`config.mk`:
```
export PLATFORM = sky130hd
export DESIGN_NAME = share_decoder
export DESIGN_NICKNAME = d
export VERILOG_FILES = /design/src/rtl/share_pkg.sv /design/src/rtl/share_xor_acc.sv /design/src/rtl/share_decoder.sv
export SDC_FILE = /design/constraint.sdc
export NUM_CORES = 1
export LEC_CHECK = 0
export ABC_AREA = 1
export CAP_MARGIN = 20
export CORE_MARGIN = 2
export CORE_UTILIZATION = 25
export DETAILED_ROUTE_END_ITERATION = 8
export PLACE_DENSITY = 0.44
export SLEW_MARGIN = 10
export SYNTH_ARGS = -nofsm -noshare
export SYNTH_HDL_FRONTEND = slang
export SYNTH_SLANG_ARGS = --single-unit
```
`constraint.sdc`:
```
create_clock -name clk -period 1.7 [get_ports clk]
set_input_delay 0.34 -clock clk [delete_from_list [all_inputs] [get_ports clk]]
set_output_delay 0.34 -clock clk [all_outputs]
set_load 0.05 [all_outputs]
```
`src/rtl/share_pkg.sv`:
```
// Shared types, defaults and helpers for the share decoder.
// Consumed by share_decoder and share_xor_acc via import share_pkg::*.
package share_pkg;

   typedef enum logic [1:0] {
      ST_IDLE    = 2'd0,
      ST_REFRESH = 2'd1,
      ST_FOLD    = 2'd2,
      ST_DONE    = 2'd3
   } dec_state_e;

   localparam int unsigned SHARES_DEF  = 2;
   localparam int unsigned SLICE_MAX_W = 64;
   localparam int unsigned VEC_MAX_W   = 1024;

   // Extract share i of width w from a zero-extended packed share vector.
   function automatic logic [SLICE_MAX_W-1:0] share_slice(
      input logic [VEC_MAX_W-1:0] vec,
      input int unsigned          i,
      input int unsigned          w
   );
      logic [VEC_MAX_W-1:0]   shifted;
      logic [SLICE_MAX_W-1:0] mask;
      shifted = vec >> (i * w);
      mask    = (w >= SLICE_MAX_W) ? '1 : ~({SLICE_MAX_W{1'b1}} << w);
      return shifted[SLICE_MAX_W-1:0] & mask;
   endfunction

endpackage

```
`src/rtl/share_xor_acc.sv`:
```
// Registered XOR accumulator used to fold shares one at a time.
// Clear wins over load, load wins over xor.
module share_xor_acc
   import share_pkg::*;
#(
   parameter int unsigned WIDTH = 2
) (
   input  logic             clk,
   input  logic             rst_n,
   input  logic             clr_i,
   input  logic             load_i,
   input  logic [WIDTH-1:0] load_val_i,
   input  logic             xor_en_i,
   input  logic [WIDTH-1:0] xor_val_i,
   output logic [WIDTH-1:0] acc_o
);

   logic [WIDTH-1:0] acc_q;
   logic [WIDTH-1:0] acc_d;

   always_comb begin
      acc_d = acc_q;
      unique case (1'b1)
         clr_i:    acc_d = '0;
         load_i:   acc_d = load_val_i;
         xor_en_i: acc_d = acc_q ^ xor_val_i;
         default:  acc_d = acc_q;
      endcase
   end

   always_ff @(posedge clk or negedge rst_n) begin
      if (!rst_n) begin
         acc_q <= '0;
      end else begin
         acc_q <= acc_d;
      end
   end

   assign acc_o = acc_q;

endmodule

```
`src/rtl/share_decoder.sv`:
```
// Sequential unmasking endpoint: folds Boolean shares one per cycle.
// Optional share re-randomization before folding under DEC_REFRESH_EN.
module share_decoder
   import share_pkg::*;
#(
   parameter int unsigned WIDTH  = 2,
   parameter int unsigned SHARES = SHARES_DEF
) (
   input  logic                    clk,
   input  logic                    rst_n,
   input  logic                    in_valid,
   output logic                    in_ready,
   input  logic [SHARES*WIDTH-1:0] in_shares,
`ifdef DEC_REFRESH_EN
   input  logic [WIDTH-1:0]        rnd,
`endif
   output logic                    out_valid,
   input  logic                    out_ready,
   output logic [WIDTH-1:0]        out_data
);

   localparam int unsigned IDX_W = (SHARES > 1) ? $clog2(SHARES) : 1;
   localparam logic [IDX_W-1:0] IDX_LAST = IDX_W'(SHARES - 1);
   localparam logic [IDX_W-1:0] IDX_ONE  = IDX_W'(1);

   dec_state_e state_q, state_d;
   logic [IDX_W-1:0] idx_q, idx_d;
   logic [WIDTH-1:0] sh_q [SHARES];
   logic [WIDTH-1:0] sh_d [SHARES];

   logic             acc_clr;
   logic             acc_ld;
   logic [WIDTH-1:0] acc_ld_val;
   logic             acc_xe;
   logic [WIDTH-1:0] acc_xv;
   logic [WIDTH-1:0] acc_q;

   logic [VEC_MAX_W-1:0]   in_vec;
   logic [SLICE_MAX_W-1:0] slice_tmp;

   logic st_idle, st_fold, st_done;
`ifdef DEC_REFRESH_EN
   logic st_refresh;
   assign st_refresh = (state_q == ST_REFRESH);
`endif

   assign st_idle = (state_q == ST_IDLE);
   assign st_fold = (state_q == ST_FOLD);
   assign st_done = (state_q == ST_DONE);

   assign in_vec    = VEC_MAX_W'(in_shares);
   assign in_ready  = st_idle;
   assign out_valid = st_done;
   // Partial folds never leave the block: data is gated by valid.
   assign out_data  = st_done ? acc_q : '0;

   always_comb begin
      state_d    = state_q;
      idx_d      = idx_q;
      acc_clr    = 1'b0;
      acc_ld     = 1'b0;
      acc_ld_val = '0;
      acc_xe     = 1'b0;
      acc_xv     = '0;
      slice_tmp  = '0;
      for (int unsigned i = 0; i < SHARES; i++) begin
         sh_d[i] = sh_q[i];
      end
      unique case (1'b1)
         st_idle: begin
            if (in_valid) begin
               for (int unsigned i = 0; i < SHARES; i++) begin
                  slice_tmp = share_slice(in_vec, i, WIDTH);
                  sh_d[i]   = slice_tmp[WIDTH-1:0];
               end
`ifdef DEC_REFRESH_EN
               state_d = ST_REFRESH;
`else
               acc_ld     = 1'b1;
               acc_ld_val = sh_d[0];
               idx_d      = IDX_ONE;
               state_d    = ST_FOLD;
`endif
            end
         end
`ifdef DEC_REFRESH_EN
         st_refresh: begin
            sh_d[0]    = sh_q[0] ^ rnd;
            sh_d[1]    = sh_q[1] ^ rnd;
            acc_ld     = 1'b1;
            acc_ld_val = sh_q[0] ^ rnd;
            idx_d      = IDX_ONE;
            state_d    = ST_FOLD;
         end
`endif
         st_fold: begin
            acc_xe = 1'b1;
            acc_xv = sh_q[idx_q];
            if (idx_q == IDX_LAST) begin
               state_d = ST_DONE;
            end else begin
               idx_d = idx_q + IDX_ONE;
            end
         end
         st_done: begin
            if (out_ready) begin
               for (int unsigned i = 0; i < SHARES; i++) begin
                  sh_d[i] = '0;
               end
               acc_clr = 1'b1;
               idx_d   = '0;
               state_d = ST_IDLE;
            end
         end
         default: begin
            state_d = ST_IDLE;
         end
      endcase
   end

   always_ff @(posedge clk or negedge rst_n) begin
      if (!rst_n) begin
         state_q <= ST_IDLE;
         idx_q   <= '0;
         for (int unsigned i = 0; i < SHARES; i++) begin
            sh_q[i] <= '0;
         end
      end else begin
         state_q <= state_d;
         idx_q   <= idx_d;
         for (int unsigned i = 0; i < SHARES; i++) begin
            sh_q[i] <= sh_d[i];
         end
      end
   end

   share_xor_acc #(
      .WIDTH(WIDTH)
   ) u_acc (
      .clk        (clk),
      .rst_n      (rst_n),
      .clr_i      (acc_clr),
      .load_i     (acc_ld),
      .load_val_i (acc_ld_val),
      .xor_en_i   (acc_xe),
      .xor_val_i  (acc_xv),
      .acc_o      (acc_q)
   );

endmodule
```
; ---- Yosys cells after proc, flatten, opt, wreduce, memory -nomap -nowiden
; Index checks and enable logic that the tools add are counted.
[totals]
regBits = 9
elab_cells = 45
in_bits = 8
[classes]
eq_ne = 5
n_bitwise = 2
n_mux = 24
add_sub_neg = 1
n_lt_le_gt_ge = 1
reduce_logical = 7
[ops]
columns = cell, n
row1 = 2-bit two-way mux, 10
row2 = 2-bit case mux with 3 select lines, 2
row3 = 3-bit AND reduction, 3
row4 = 1-bit two-way mux, 8
row5 = 4-bit two-way mux, 2
row6 = 4-bit case mux with 2 select lines, 1
row7 = "2-bit != test, second input constant", 3
row8 = 3-bit nonzero test, 2
row9 = "2-bit == test, second input constant", 2
row10 = 1-bit case mux with 3 select lines, 1
row11 = "2-bit >= comparator, second input constant", 1
row12 = 2-bit zero test, 1
row13 = 1-bit NOT with 2-bit output, 1
row14 = 2-bit nonzero test, 1
row15 = 2-bit bitwise XOR, 1
row16 = "1-bit adder, second input constant", 1

; ---- Logic depth before layout (Yosys ltp)
[logic_depth]
word_depth = 7
depth_mapped = 6
depth_no_buf = 6

; ---- Cells and area by module
; From an unflattened synthesis, not the netlist that was laid out.
[unflattened]
cells_unflattened = 75
area_unflattened_um2 = 529.3
[by_module_without_submodules]
columns = mod, instances, cells_per_inst, area_each_um2
row1 = share_decoder, 1, 55, 401.6
row2 = share_xor_acc, 1, 20, 127.6

; ---- Worst setup path after synthesis
; No wires, ideal clock.
[synth_path]
kind = register -> output
from = register state_q[1]
to = output out_data[0]
required_time_ns = 1.360
path_buffers = 0
setup_slack_ns = 0.204
arrival_time_ns = 1.156
stages_incl_launch_ff = 3
cell_sequence = dfrtp_1 nand2_2 nor2_1
[synth_via]
elab_chain_cells = 2
[synth_lines]
columns = element, line_no
row1 = from (decl), share_decoder.sv:26  ; dec_state_e state_q, state_d;
row2 = from (signal assigned), share_decoder.sv:129  ; state_q <= state_d;
row3 = 2-bit == test, share_decoder.sv:49  ; assign st_done = (state_q == ST_DONE);
row4 = 2-bit two-way mux, share_decoder.sv:55  ; assign out_data = st_done ? acc_q : '0;
row5 = to (decl), share_decoder.sv:19  ; output logic [WIDTH-1:0] out_data
; No other way between the ends.

; ---- Final worst setup path
; Ends and elaborated chain as after synthesis.

==> flow_metrics.env <==
export IMPL_outcome="finished, final reports clean"
export IMPL_final_cell_mix="nand2_1 (17), inv_1 (10), dfrtp_1 (9)"
export IMPL_clock_fmax_mhz=650
export IMPL_synthToLayoutAreaGrowth_pct=41.9
export IMPL_worstPathMaxFanout=5
export IMPL_grt_setup_unrepaired="no"
export IMPL_fin_tns_setup_ns=0
export IMPL_antenna_found_initial=0
export IMPL_initial_core_util_pct=26.1
export IMPL_p_total_w=0.00134
export IMPL_postSynthAreaPerCell_um2=7.84
export IMPL_post_cts_buffers=0
export IMPL_post_dp_cell_area_um2=686
export IMPL_antenna_cells=0
export IMPL_ant_nets=0
export IMPL_wl_per_cell_um=10.7
export IMPL_root_buffer="clkbuf_4"
export IMPL_grt_pass1_wl_mm=1.93
export IMPL_die_y_um=48.8
export IMPL_synthCells=64
export IMPL_path_clk_slew_ns=0.07
export IMPL_totalWireLength_mm=1.13
export IMPL_synth_seq_cells=9
export IMPL_start_kind="flop"
export IMPL_floorplan_die_area_um2=2380
export IMPL_dp_hpwl_um=883
export IMPL_cp_cell_sequence="nand2_2 -> nor2_1 -> buf_12"
export IMPL_avgViaCountPerCell=4.05
export IMPL_yosysUniqueCellTypes=15
export IMPL_powerDensity_nw_per_um2=1880
export IMPL_worst_slew_pin_slew_ns=0.421
export IMPL_row_count=16
export IMPL_cp_slowest_cell="dfrtp_1"
export IMPL_io_buffers=11
export IMPL_worst_path_largest_cell_delay_ns=0.44
export IMPL_setup_viol=0
export IMPL_numCtsBuffers=3
export IMPL_grt_util_all_layers_pct=11.4
export IMPL_cp_required_ns=1.36
export IMPL_path_class="reg -> out"
export IMPL_design_area_um2=712
export IMPL_leakagePower_nw=0.346
export IMPL_slew_limit_headroom_pct=71.9
export IMPL_hold_buffers=0
export IMPL_insertion_delay_ns=0.26
export IMPL_cts_max_path_buffers=2
export IMPL_worst_ep_arrival_time_ns=1.20
export IMPL_h_tree_depth=1
export IMPL_fin_crit_ns=1.54
export IMPL_first_global_vias=408
export IMPL_critical_path_top_delay_family="flip-flops"
export IMPL_cts_tree="yes"
export IMPL_hp_class="in -> async"
export IMPL_drt_pass1_iterations=2
export IMPL_yosys_warnings=0
export IMPL_synth_net_count=72
export IMPL_vias=429
export IMPL_die_w_um=48.8
export IMPL_synth_seq_area_share_pct=44.9
export IMPL_gr_total_overflow=0
export IMPL_drive_gt1_share_pct=26.6
export IMPL_io_pins=12
export IMPL_core_um2=1920
export IMPL_fin_crit_sh_pct=90.4
export IMPL_drc_errors=0
export IMPL_drtIter0Drc=3
export IMPL_worst_ir_drop_vdd_mv=0.759
export IMPL_hold_viol=0
export IMPL_cts_resized=0
export IMPL_reg2reg_setup_slack_ns=0.57
export IMPL_gp_congestion=0.758
export IMPL_fin_skew_ns=0.00825
export IMPL_layout_commonest_cell="nand2_1"
export IMPL_slew_viol_final=0
export IMPL_crit_buf_inv=1
export IMPL_netlist_area_um2=502
export IMPL_fillers=222
export IMPL_layout_nets=88
export IMPL_grt_max_degree=10
export IMPL_maxCapViolations=0
export IMPL_cts_sinks=9
export IMPL_endpoint_kind="output port"
[worst paths after layout]
check	startpoint	endpoint	cells past startpoint
hold / removal	rst_n	sh_q[3]	1
hold reg to reg	u_acc.acc_o[0]	u_acc.acc_o[0]	2
min in group clk	u_acc.acc_o[0]	u_acc.acc_o[0]	2
setup / recovery	state_q[1]	out_data[0]	3
setup reg to reg	state_q[1]	u_acc.acc_o[0]	5
max in group asynchronous	rst_n	sh_q[1]	1
[sequential cells by signal (all words and copies together) (netlist names)]
register / flops
u_acc.acc_o: 2
sh_q: 4
idx_q: 1
state_q: 2
[layer usage]
| layer | share of wire (%) | vias up | global-route usage (%) |
|---|---|---|---|
| met3 | 5.1 | 2 | 6.13 |
| met1 | 52 | 189 | 15.0 |
| met2 | 41 | 10 | 14.8 |
| li1 | - | 228 | - |
| met5 | 0 | - | 0 |
| met4 | 1.9 | 0 | 5.71 |
[worst reg2reg max path, cell delays in order (launching register included)]
cell     delay, ns
dfrtp_1       0.44
nor2_2        0.25
nand2_2       0.10
inv_2         0.10
nand2_1       0.10
nand3_2       0.08
[through the flow]
step           worst slack, ns  util [%]  cells  hold WS, ns
2_1_floorplan            0.204         -     64       0.0444
3_3_place_gp             0.328      35.7    102        0.516
3_5_place_dp             0.318      35.7    102        0.523
4_1_cts                  0.156      37.0    106        0.384
5_1_grt                 0.0966      37.0    106        0.407
6_report                 0.163      37.0    106        0.372
[cells by family (layout without fill, tap and decap cells)]
family          after synthesis  in the layout  synth area share, %
simple gates                 35             35                 33.7
buf+inv                      12             27                 9.23
flops                         9              9                 44.9
compound gates                8              8                 12.2
[where the power goes]
| part | total (W) | internal, W | switching (W) |
|---|---|---|---|
| combinational | 0.000762 | 0.000312 | 0.000450 |
| sequential | 0.000401 | 0.000310 | 0.0000909 |
| clock | 0.000173 | 0.0000906 | 0.0000820 |
[synthesized netlist by cell type, drive strengths merged]
cell / number / area, µm²
a211oi: 1 / 7.51
o21ai: 6 / 48.8
nand3: 8 / 50.1
a21oi: 1 / 5.00
nor2: 6 / 25.0
clkinv: 1 / 5.00
dfrtp: 9 / 225
nand2: 21 / 93.8
inv: 11 / 41.3
[cell type report]
cell class | count | area [µm²] | share of cell area (%)
Inverter | 12 | 46.3 | 6.50
Sequential cell | 9 | 225 | 31.6
Multi-Input combinational cell | 43 | 230 | 32.3
Timing Repair Buffer | 11 | 150 | 21.1
Tap cell | 27 | 33.8 | 4.75
Clock buffer | 4 | 26.3 | 3.69
Note: power is estimated with default switching activity, not from simulation.
